===== src/rtl/apb2axi.sv =====
// APB3/APB4 completer to single-beat AXI4 manager bridge; PREADY is held low until the AXI response returns.
// Optional APB4 byte strobes: define APB2AXI_PSTRB_EN to add PSTRB and forward it to WSTRB.
module apb2axi #(
   parameter int unsigned APB_ADDR_WIDTH     = 32,
   parameter int unsigned AXI4_ADDRESS_WIDTH = 32,
   parameter int unsigned AXI4_DATA_WIDTH    = 32,
   parameter int unsigned AXI4_ID_WIDTH      = 16,
   parameter int unsigned AXI4_USER_WIDTH    = 10,
   parameter int unsigned AXI_ID             = 0,
   parameter int unsigned AXI_NUMBYTES       = AXI4_DATA_WIDTH/8
) (
   input  logic                          ACLK,
   input  logic                          ARESETn,
   input  logic                          PSEL,
   input  logic                          PENABLE,
   input  logic                          PWRITE,
   input  logic [APB_ADDR_WIDTH-1:0]     PADDR,
   input  logic [AXI4_DATA_WIDTH-1:0]    PWDATA,
`ifdef APB2AXI_PSTRB_EN
   input  logic [AXI_NUMBYTES-1:0]       PSTRB,
`endif
   output logic [AXI4_DATA_WIDTH-1:0]    PRDATA,
   output logic                          PREADY,
   output logic                          PSLVERR,
   output logic                          AWVALID,
   input  logic                          AWREADY,
   output logic [AXI4_ADDRESS_WIDTH-1:0] AWADDR,
   output logic [AXI4_ID_WIDTH-1:0]      AWID,
   output logic [7:0]                    AWLEN,
   output logic [2:0]                    AWSIZE,
   output logic [1:0]                    AWBURST,
   output logic                          AWLOCK,
   output logic [3:0]                    AWCACHE,
   output logic [2:0]                    AWPROT,
   output logic [3:0]                    AWREGION,
   output logic [3:0]                    AWQOS,
   output logic [AXI4_USER_WIDTH-1:0]    AWUSER,
   output logic                          WVALID,
   input  logic                          WREADY,
   output logic [AXI4_DATA_WIDTH-1:0]    WDATA,
   output logic [AXI_NUMBYTES-1:0]       WSTRB,
   output logic                          WLAST,
   output logic [AXI4_USER_WIDTH-1:0]    WUSER,
   input  logic                          BVALID,
   output logic                          BREADY,
   input  logic [1:0]                    BRESP,
   input  logic [AXI4_ID_WIDTH-1:0]      BID,
   input  logic [AXI4_USER_WIDTH-1:0]    BUSER,
   output logic                          ARVALID,
   input  logic                          ARREADY,
   output logic [AXI4_ADDRESS_WIDTH-1:0] ARADDR,
   output logic [AXI4_ID_WIDTH-1:0]      ARID,
   output logic [7:0]                    ARLEN,
   output logic [2:0]                    ARSIZE,
   output logic [1:0]                    ARBURST,
   output logic                          ARLOCK,
   output logic [3:0]                    ARCACHE,
   output logic [2:0]                    ARPROT,
   output logic [3:0]                    ARREGION,
   output logic [3:0]                    ARQOS,
   output logic [AXI4_USER_WIDTH-1:0]    ARUSER,
   input  logic                          RVALID,
   output logic                          RREADY,
   input  logic [AXI4_DATA_WIDTH-1:0]    RDATA,
   input  logic [1:0]                    RRESP,
   input  logic                          RLAST,
   input  logic [AXI4_ID_WIDTH-1:0]      RID,
   input  logic [AXI4_USER_WIDTH-1:0]    RUSER
);

   // state   | meaning
   // IDLE    | waiting for an APB access phase
   // WR_REQ  | AW and W offered, each retired on its own handshake
   // WR_RESP | BREADY high, waiting for the write response
   // RD_REQ  | ARVALID high until ARREADY
   // RD_RESP | RREADY high, waiting for read data
   // DONE    | PREADY pulse, one cycle
   typedef enum logic [2:0] {IDLE, WR_REQ, WR_RESP, RD_REQ, RD_RESP, DONE} state_t;

   localparam logic [2:0] AX_SIZE = 3'($clog2(AXI_NUMBYTES));

   state_t                          state_q, state_d;
   logic                            awvalid_q, awvalid_d, wvalid_q, wvalid_d, bready_q, bready_d;
   logic                            arvalid_q, arvalid_d, rready_q, rready_d;
   logic                            pready_q, pready_d, pslverr_q, pslverr_d;
   logic [AXI4_DATA_WIDTH-1:0]      prdata_q, prdata_d, wdata_q, wdata_d;
   logic [AXI4_ADDRESS_WIDTH-1:0]   addr_q, addr_d;
   logic [AXI4_ADDRESS_WIDTH-1:0]   paddr_axi;
`ifdef APB2AXI_PSTRB_EN
   logic [AXI_NUMBYTES-1:0]         wstrb_q, wstrb_d;
`endif

   generate
      if (APB_ADDR_WIDTH >= AXI4_ADDRESS_WIDTH) begin : g_addr_trunc
         assign paddr_axi = PADDR[AXI4_ADDRESS_WIDTH-1:0];
      end else begin : g_addr_ext
         assign paddr_axi = {{(AXI4_ADDRESS_WIDTH-APB_ADDR_WIDTH){1'b0}}, PADDR};
      end
   endgenerate

   always_comb begin
      state_d   = state_q;
      awvalid_d = awvalid_q;
      wvalid_d  = wvalid_q;
      bready_d  = bready_q;
      arvalid_d = arvalid_q;
      rready_d  = rready_q;
      pready_d  = 1'b0;
      pslverr_d = pslverr_q;
      prdata_d  = prdata_q;
      wdata_d   = wdata_q;
      addr_d    = addr_q;
`ifdef APB2AXI_PSTRB_EN
      wstrb_d   = wstrb_q;
`endif
      case (state_q)
         IDLE: begin
            pslverr_d = 1'b0;
            if (PSEL && PENABLE) begin
               addr_d  = paddr_axi;
               wdata_d = PWDATA;
`ifdef APB2AXI_PSTRB_EN
               wstrb_d = PSTRB;
`endif
               if (PWRITE) begin
                  state_d   = WR_REQ;
                  awvalid_d = 1'b1;
                  wvalid_d  = 1'b1;
               end else begin
                  state_d   = RD_REQ;
                  arvalid_d = 1'b1;
               end
            end
         end
         WR_REQ: begin
            // each channel retires independently; leave once both are gone
            awvalid_d = awvalid_q && !AWREADY;
            wvalid_d  = wvalid_q && !WREADY;
            if (!awvalid_d && !wvalid_d) begin
               state_d  = WR_RESP;
               bready_d = 1'b1;
            end
         end
         WR_RESP: begin
            if (BVALID) begin
               bready_d  = 1'b0;
               pslverr_d = BRESP[1];
               pready_d  = 1'b1;
               state_d   = DONE;
            end
         end
         RD_REQ: begin
            if (ARREADY) begin
               arvalid_d = 1'b0;
               rready_d  = 1'b1;
               state_d   = RD_RESP;
            end
         end
         RD_RESP: begin
            if (RVALID) begin
               rready_d  = 1'b0;
               prdata_d  = RDATA;
               pslverr_d = RRESP[1];
               pready_d  = 1'b1;
               state_d   = DONE;
            end
         end
         DONE: begin
            pslverr_d = 1'b0;
            state_d   = IDLE;
         end
         default: state_d = IDLE;
      endcase
   end

   always_ff @(posedge ACLK or negedge ARESETn) begin
      if (!ARESETn) begin
         state_q   <= IDLE;
         awvalid_q <= 1'b0;
         wvalid_q  <= 1'b0;
         bready_q  <= 1'b0;
         arvalid_q <= 1'b0;
         rready_q  <= 1'b0;
         pready_q  <= 1'b0;
         pslverr_q <= 1'b0;
         prdata_q  <= '0;
         wdata_q   <= '0;
         addr_q    <= '0;
`ifdef APB2AXI_PSTRB_EN
         wstrb_q   <= '0;
`endif
      end else begin
         state_q   <= state_d;
         awvalid_q <= awvalid_d;
         wvalid_q  <= wvalid_d;
         bready_q  <= bready_d;
         arvalid_q <= arvalid_d;
         rready_q  <= rready_d;
         pready_q  <= pready_d;
         pslverr_q <= pslverr_d;
         prdata_q  <= prdata_d;
         wdata_q   <= wdata_d;
         addr_q    <= addr_d;
`ifdef APB2AXI_PSTRB_EN
         wstrb_q   <= wstrb_d;
`endif
      end
   end

   assign PRDATA   = prdata_q;
   assign PREADY   = pready_q;
   assign PSLVERR  = pslverr_q;
   assign AWVALID  = awvalid_q;
   assign AWADDR   = addr_q;
   assign AWID     = AXI4_ID_WIDTH'(AXI_ID);
   assign AWLEN    = 8'd0;
   assign AWSIZE   = AX_SIZE;
   assign AWBURST  = 2'b01;
   assign AWLOCK   = 1'b0;
   assign AWCACHE  = 4'd0;
   assign AWPROT   = 3'd0;
   assign AWREGION = 4'd0;
   assign AWQOS    = 4'd0;
   assign AWUSER   = '0;
   assign WVALID   = wvalid_q;
   assign WDATA    = wdata_q;
`ifdef APB2AXI_PSTRB_EN
   assign WSTRB    = wstrb_q;
`else
   assign WSTRB    = '1;
`endif
   assign WLAST    = 1'b1;
   assign WUSER    = '0;
   assign BREADY   = bready_q;
   assign ARVALID  = arvalid_q;
   assign ARADDR   = addr_q;
   assign ARID     = AXI4_ID_WIDTH'(AXI_ID);
   assign ARLEN    = 8'd0;
   assign ARSIZE   = AX_SIZE;
   assign ARBURST  = 2'b01;
   assign ARLOCK   = 1'b0;
   assign ARCACHE  = 4'd0;
   assign ARPROT   = 3'd0;
   assign ARREGION = 4'd0;
   assign ARQOS    = 4'd0;
   assign ARUSER   = '0;
   assign RREADY   = rready_q;

   // single outstanding transaction, so IDs, user bits and RLAST carry no information
   logic unused_ok;
   assign unused_ok = ^{BID, BUSER, RID, RUSER, RLAST, BRESP[0], RRESP[0], PADDR};

endmodule


===== config.mk =====
export PLATFORM = sky130hd
export DESIGN_NAME = apb2axi
export DESIGN_NICKNAME = d
export VERILOG_FILES = /design/src/rtl/apb2axi.sv
export SDC_FILE = /design/constraint.sdc
export NUM_CORES = 1
export LEC_CHECK = 0
export CORE_AREA = 3 3 163 165
export CTS_CLUSTER_DIAMETER = 120
export DETAILED_ROUTE_END_ITERATION = 12
export DIE_AREA = 0 0 166 168
export MAX_ROUTING_LAYER = met4
export PLACE_DENSITY = 0.53
export SYNTH_ARGS = -nofsm -noshare
export SYNTH_HDL_FRONTEND = slang
export SYNTH_SLANG_ARGS = --single-unit

===== constraint.sdc =====
create_clock -name ACLK -period 2.55 [get_ports ACLK]
set_input_delay 0.51 -clock ACLK [delete_from_list [all_inputs] [get_ports ACLK]]
set_output_delay 0.51 -clock ACLK [all_outputs]
set_load 0.1 [all_outputs]

# --- Yosys cells after proc, flatten, opt, wreduce, memory -nomap -nowiden ---
# Index checks and enable logic that the tools add are counted.
word_totals:
  register_bits: 106
  input_bits: 163
  out_inout_bits: 260
  wordCells: 73
classes:
  eq_ne: 12
  mux: 27
  reduce_logical: 23
op_table:
  columns: ["op", "count"]
  rows:
  - ["2-to-1 mux 3 bit", 5]
  - ["one-hot mux 3 bit (5 select lines)", 1]
  - ["inequality test 2 bit (second input constant)", 7]
  - ["2-to-1 mux 1 bit", 13]
  - ["one-hot mux 1 bit (2 select lines)", 6]
  - ["AND reduction 3 bit", 4]
  - ["nonzero test 2 bit", 4]
  - ["== test 3 x 2 -> 1 bit (second input constant)", 2]
  - ["== test 3 bit (second input constant)", 2]
  - ["AND reduction 5 bit", 1]
  - ["logical AND 1 bit", 4]
  - ["zero test 1 bit", 4]
  - ["AND reduction 2 bit", 2]
  - ["AND reduction 4 bit", 1]
  - ["== test 3 x 1 -> 1 bit (second input constant)", 1]
  - ["zero test 3 bit", 1]
  - ["one-hot mux 1 bit (3 select lines)", 1]
  - ["nonzero test 3 bit", 1]
  - ["2-to-1 mux 2 bit", 1]
  - ["OR reduction 2 bit", 1]

# --- Logic depth before layout (Yosys ltp) ---
# Gate-level depths: netlist of run 1.
logic_depth:
  depth_word: 6
  ltp_mapped: 6
  mapped_depth_nobuf: 4

# --- Worst setup path after synthesis of run 1 ---
# No wires, ideal clock.
synth_timing:
  path_kind: "register to output"
  from: "register addr_q[0] (netlist: ARADDR[0])"
  to: "output AWADDR[0]"
  t_arrival_ns: 1.337
  required_ns: 2.040
  slack_ns: 0.703
  stages_incl_launch_ff: 2
  n_path_buf: 1
  cell_sequence: "dfrtp_1 -> buf_4"
synth_rtl:
  columns: ["item", "line", "source"]
  rows:
  - ["from (decl)", "87", "logic [AXI4_ADDRESS_WIDTH-1:0] addr_q, addr_d;"]
  - ["from (signal assigned)", "203", "addr_q <= addr_d;"]
  - ["to (decl)", "27", "output logic [AXI4_ADDRESS_WIDTH-1:0] AWADDR,"]
# No word-level cell between the ends.

# --- Worst setup path in the final report of run 1 ---
layout_timing:
  from: "register state_q[1]"
  to: "register prdata_q[8] (netlist: PRDATA[8])"
layout_between:
  elab_chain_len: 2
layout_lines:
  columns: ["item", "line", "source"]
  rows:
  - ["from (decl)", "82", "state_t state_q, state_d;"]
  - ["from (signal assigned)", "193", "state_q <= state_d;"]
  - ["== test 3 bit", "116", "case (state_q)"]
  - ["AND reduction 2 bit (no line)", null, null]
  - ["to (signal assigned)", "201", "prdata_q <= prdata_d;"]
  - ["to (decl)", "86", "logic [AXI4_DATA_WIDTH-1:0] prdata_q, prdata_d, wdata_q, wdata_d;"]
# No other way between the ends.
# A chain may end at the register's enable or synchronous reset.

==> flow_metrics.py, run 1 <==
metrics = {
    "floorplan": {
        "core_area_um2": 25200,
        "die_width_um": 166,
        "start_util_pct": 21.6,
        "placementRows": 58,
        "die_y_um": 168,
        "ios": 423,
        "dieArea_um2": 27900,
    },
    "routing": {
        "routedWlPerCell_um": 13.9,
        "ant_nets": 0,
        "via_count": 3370,
        "wirelength_mm": 13.5,
        "dr.pass1.iters": 4,
        "drt_iter0_drc": 111,
        "drc": 0,
        "viasPerCell": 3.46,
    },
    "grt": {
        "grt_antenna_before_repair": 0,
        "grt_max_degree": 59,
        "grt_pass1_wl_mm": 19.7,
        "grt_pass1_vias": 3212,
        "grt_use_total_pct": 9.37,
        "globalRouteOverflowTotal": 0,
    },
    "cts": {
        "clockBufferDepth": 2,
        "cts_made_buffers": 9,
        "cts.sinks": 106,
        "cts-root-buf": "clkbuf_16",
        "clk_latency_ps": 350,
        "cts_tree": "done",
        "clk_pin_slew_ps": 80,
        "htree_levels": 3,
        "cts_hold_buffers": 0,
        "cts_resized": 0,
        "postCtsSetupBuffers": 0,
    },
    "cells_and_area": {
        "num_antenna_cells": 0,
        "nNetsFinal": 802,
        "syn_to_final_growth_pct": 38.7,
        "final_layout_size_suffix_gt1_share_pct": 36.3,
    },
    "yosys": {
        "ys_ff_latch": 106,
        "synth_adder_area_share_pct": 0,
        "synth_cell_types": 30,
        "synth-simple-area-share_pct": 2.56,
        "yosys.area.top_type": "dfrtp_1",
        "synth_xor_area_share_pct": 0,
        "synth.area.top_cells": "dfrtp_1, buf_4, mux2_2",
        "syn-cell-area_um2": 5430,
        "synth_top_family_by_area": "buffers and inverters",
        "synth_compound_gate_area_share_pct": 2.26,
        "syn_inst": 425,
        "synth_warnings": 0,
        "synth_top_cell_area_share_pct": 48.9,
        "synth.area.mux_share_pct": 22.2,
        "yosysSeqAreaShare_pct": 48.9,
        "avgSynthCellArea_um2": 12.8,
    },
    "worst_setup_path": {
        "crit_path_start_kind": "flip-flop",
        "crit_fanout": 16,
        "cp-end-kind": "flip-flop",
        "cp.arrival_ps": 2180,
        "r2r_cells": 4,
        "worstPathRequired_ps": 2780,
        "worstSetupPathType": "flip-flop to flip-flop",
    },
    "timing": {
        "fin_crit_ps": 1950,
        "setup_viol": 0,
        "worst_pin_slew_ps": 522,
        "slew_violations": 0,
        "hold_viol": 0,
        "period_share_pct": 76.5,
        "tns_ps": 0,
        "fmax_mhz": 513,
        "skew_ps": 6.80,
        "rsz0062_at_grt": "false",
        "slew_headroom_pct": 65.2,
    },
    "run": {
        "maxCapViolations": 0,
    },
    "placed_design": {
        "gp_congestion": 0.704,
        "dp_hpwl_mm": 10.4,
        "port_buffers": 242,
    },
    "worst_hold_path": {
        "holdCritPathClass": "primary input to asynchronous set/reset pin",
    },
    "outcome": {
        "status": "finished, final reports clean",
    },
}
-- registers in the layout, summed over array words and instances, names as in the netlist --
register	cells
ARADDR	32
ARVALID	1
AWVALID	1
BREADY	1
PRDATA	32
PREADY	1
PSLVERR	1
RREADY	1
WDATA	32
WVALID	1
state_q	3
-- Yosys cell counts --
library cell,instances
a211oi_1,1
a21oi_1,5
a221oi_1,1
a22o_1,1
a22oi_1,1
a31oi_1,2
and3_1,1
buf_2,5
buf_4,158
buf_6,6
clkbuf_1,2
conb_1,2
dfrtp_1,106
inv_1,4
mux2_1,27
mux2_2,40
mux2_4,30
nand2_1,9
nand2b_1,2
nand3_1,2
nand3b_1,2
nor2_1,2
nor2_2,1
nor2b_1,1
nor3_1,1
nor3b_1,2
nor4_4,1
o21ai_0,8
o21ai_1,1
o21bai_1,1
-- routing by layer --
layer  vias up  track usage, %  share of wire, %  wire, µm
met2       170            15.6                51      6890
met1      1624            11.0                40      5460
met5         -               -                 0         0
li1       1562               -                 -         -
met4         0            3.58               2.0       276
met3        14            2.28               6.6       895
-- worst paths after layout --
path                            startpoint          to  slack [ps]
worst min register to register   WDATA[18]   WDATA[18]         490
worst max-delay path            state_q[1]   PRDATA[8]         600
worst max register to register  state_q[1]   PRDATA[8]         600
max in group asynchronous          ARESETn  PRDATA[25]        1810
min in group ACLK                WDATA[18]   WDATA[18]         490
worst min-delay path               ARESETn  PRDATA[11]          90
-- layout make-up --
| cell class | instances | area [µm²] |
|---|---|---|
| repair buffers | 251 | 2200 |
| fillers | 2607 | 17700 |
| well taps | 330 | 413 |
| flip-flops and latches | 106 | 2650 |
| multi-input cells | 267 | 1940 |
| clock buffers | 9 | 225 |
| inverters | 4 | 15.0 |
| clock inverters | 7 | 83.8 |
-- stage by stage --
stage,util [%],setup slack (ps),area (µm²),cells,hold slack [ps]
finish,29.9,600,7530,974,87.4
global route,29.9,513,7530,974,105
CTS,29.9,600,7530,974,98.6
detailed placement,28.7,303,7220,958,479
global placement,28.7,301,7220,958,469
floorplan,-,703,5890,548,214
-- critical path, stage by stage, from the launching register on --
cell and delay, ps:
dfrtp_1 570, nor2_2 310, and3_2 410, buf_12 230
mux2_4 310
-- cell families after synthesis --
family,after synthesis
DFF,106
buffers and inverters,175
muxes,97
and+or+nand+nor,24
other,2
AOI/OAI and AO/OA,21
-- placed cells by master (no fill, tap or decap), drive strengths merged, types with 2 or more instances in the layout --
| cell type | n |
|---|---|
| nand3 | 2 |
| nor3b | 2 |
| clkdlybuf4s50 | 106 |
| a31oi | 2 |
| inv | 7 |
| buf | 145 |
| nor2 | 3 |
| dfrtp | 106 |
| conb | 125 |
| nand2b | 2 |
| clkinv | 3 |
| mux2 | 97 |
| o21ai | 9 |
| clkbuf | 9 |
| nand3b | 2 |
| nand2 | 9 |
| a21oi | 5 |
Power of run 1 is left out: the tool's default activity adds up to more than one toggle a clock period on the data nets, which glitch-free logic cannot reach.
==> inputs of run 2 (changes only) <==
==> config.mk (replaced) <==
export PLATFORM = sky130hd
export DESIGN_NAME = apb2axi
export DESIGN_NICKNAME = d
export VERILOG_FILES = /design/src/rtl/apb2axi.sv
export SDC_FILE = /design/constraint.sdc
export NUM_CORES = 1
export LEC_CHECK = 0
export CORE_AREA = 3 3 162 164
export CTS_CLUSTER_DIAMETER = 120
export DETAILED_ROUTE_END_ITERATION = 12
export DIE_AREA = 0 0 165 167
export MAX_ROUTING_LAYER = met4
export PLACE_DENSITY = 0.55
export SYNTH_ARGS = -nofsm -noshare
export SYNTH_HDL_FRONTEND = slang
export SYNTH_SLANG_ARGS = --single-unit
==> constraint.sdc (replaced) <==
create_clock -name ACLK -period 1.6 [get_ports ACLK]
set_input_delay 0.32 -clock ACLK [delete_from_list [all_inputs] [get_ports ACLK]]
set_output_delay 0.32 -clock ACLK [all_outputs]
set_load 0.1 [all_outputs]
==> flow_metrics.py, run 2 (synthesized netlist as in run 1, its figures left out) <==
metrics = {
    "outcome": {
        "status": "finished with violations",
        "violations": "negative setup slack",
    },
    "cts": {
        "cts-root-buf": "clkbuf_16",
        "clockBufferDepth": 2,
        "clk_latency_ps": 360,
        "htree_levels": 3,
        "cts_tree": "done",
        "cts.sinks": 106,
        "cts_made_buffers": 9,
        "clk_pin_slew_ps": 90,
    },
    "worst_setup_path": {
        "worstSetupPathType": "flip-flop to flip-flop",
        "cp-end-kind": "flip-flop",
        "rr_endpoint": "ARADDR[29]",
        "cp.arrival_ps": 1870,
        "cp-endpoint": "ARADDR[29]",
        "crit_fanout": 6,
        "r2r-start": "state_q[2]",
        "r2r_cells": 5,
        "crit_start": "state_q[2]",
        "worstPathRequired_ps": 1840,
        "crit_path_start_kind": "flip-flop",
        "r2r_setup_slack_ps": -40,
    },
    "placed_design": {
        "gp_congestion": 0.736,
        "port_buffers": 242,
        "dp_cells": 964,
        "dp_hpwl_mm": 11.4,
    },
    "floorplan": {
        "ios": 423,
        "placementRows": 58,
        "die_width_um": 165,
        "die_y_um": 167,
        "dieArea_um2": 27600,
        "core_area_um2": 25000,
        "start_util_pct": 21.7,
    },
    "routing": {
        "drt_iter0_drc": 98,
        "top_layer": "met4",
        "wirelength_mm": 15.8,
        "ant_nets": 0,
        "routed-wl-met3_mm": 1.02,
        "via_count": 3521,
        "drc": 0,
        "wl_met2_mm": 8.23,
        "routedWlPerCell_um": 15.8,
        "dr.pass1.iters": 4,
        "viasPerCell": 3.54,
        "wl_met1_mm": 6.29,
    },
    "grt": {
        "grt_max_degree": 58,
        "grt_use_total_pct": 10.5,
        "grt_pass1_wl_mm": 21.3,
        "grt_antenna_before_repair": 0,
        "grt_pass1_vias": 3436,
        "globalRouteOverflowTotal": 0,
    },
    "cells_and_area": {
        "final_cells": 994,
        "syn_to_final_growth_pct": 79.6,
        "n_fill_cell": 2345,
        "regArea_um2": 2700,
        "final_cell_mix": "buf_12, conb_1, clkdlybuf4s50_1",
        "final_layout_size_suffix_gt1_share_pct": 45.0,
        "layout_commonest_cell": "buf_12",
        "num_antenna_cells": 0,
        "multi_input_area_um2": 2100,
        "nNetsFinal": 822,
    },
    "timing": {
        "fmax_mhz": 611,
        "skew_ps": 12.4,
        "fin_crit_ps": 1640,
        "setup_viol": 40,
        "layout_setup_ws_ps": -37.5,
        "rsz0062_at_grt": "true",
        "period_share_pct": 102,
        "slew_violations": 0,
        "hold_viol": 0,
    },
    "worst_hold_path": {
        "holdCritPathClass": "primary input to asynchronous set/reset pin",
    },
    "run": {
        "maxCapViolations": 0,
    },
}
-- run 2: layout make-up --
type,count,share of cell area [%]
sequential,106,27.6
clock buffer,9,2.31
clock inverter,7,0.950
tap,330,4.23
inverter,4,0.154
timing repair buffer,271,43.1
multi-input combinational,267,21.6
-- run 2: worst min-delay path by stage --
| stage | startpoint | to | slack (ps) |
|---|---|---|---|
| 2_1_floorplan | ARESETn | ARADDR[0] | 20 |
| 3_3_place_gp | ARESETn | PRDATA[4] | 130 |
| 3_5_place_dp | ARESETn | PRDATA[4] | 130 |
| 4_1_cts | ARESETn | PRDATA[4] | 270 |
| 5_1_grt | ARESETn | PRDATA[4] | 310 |
| 6_report | ARESETn | PRDATA[4] | 300 |
-- run 2: worst max-delay path, stage by stage (launching register included) --
cell and delay, ps:
dfrtp_1 430, nor4_4 330, buf_6 160, buf_12 130, clkbuf_16 160, mux2_4 300
-- run 2: per-stage QoR --
stage / setup WS [ps] / instance area (µm²) / utilization (%) / hold WS, ps / setup TNS, ps
2_1_floorplan: -47.7 / 5930 / - / 24.4 / -47.7
3_3_place_gp: -430 / 8990 / 35.9 / 133 / -33900
3_5_place_dp: -441 / 8990 / 35.9 / 133 / -34520
4_1_cts: -54.6 / 9390 / 37.5 / 274 / -1770
5_1_grt: -96.6 / 9750 / 38.9 / 311 / -3980
6_report: -37.5 / 9750 / 38.9 / 300 / -612
-- run 2: timing repair --
action | CTS | global route
setup endpoints to repair | 69 | 93
setup buffers | 4 | 1
pin swaps | 0 | 2
gates resized for setup | 3 | 57
cloned | 2 | 6
hold endpoints to repair | 38 | 0
hold buffers | 1 | 0
-- run 2: routing by layer --
metal | vias to the layer above | GRT usage [%]
met4 | 0 | 3.72
met1 | 1745 | 12.2
met3 | 11 | 2.06
li1 | 1602 | -
met2 | 163 | 17.9
met5 | - | -
Power of run 2 is left out for the same reason.
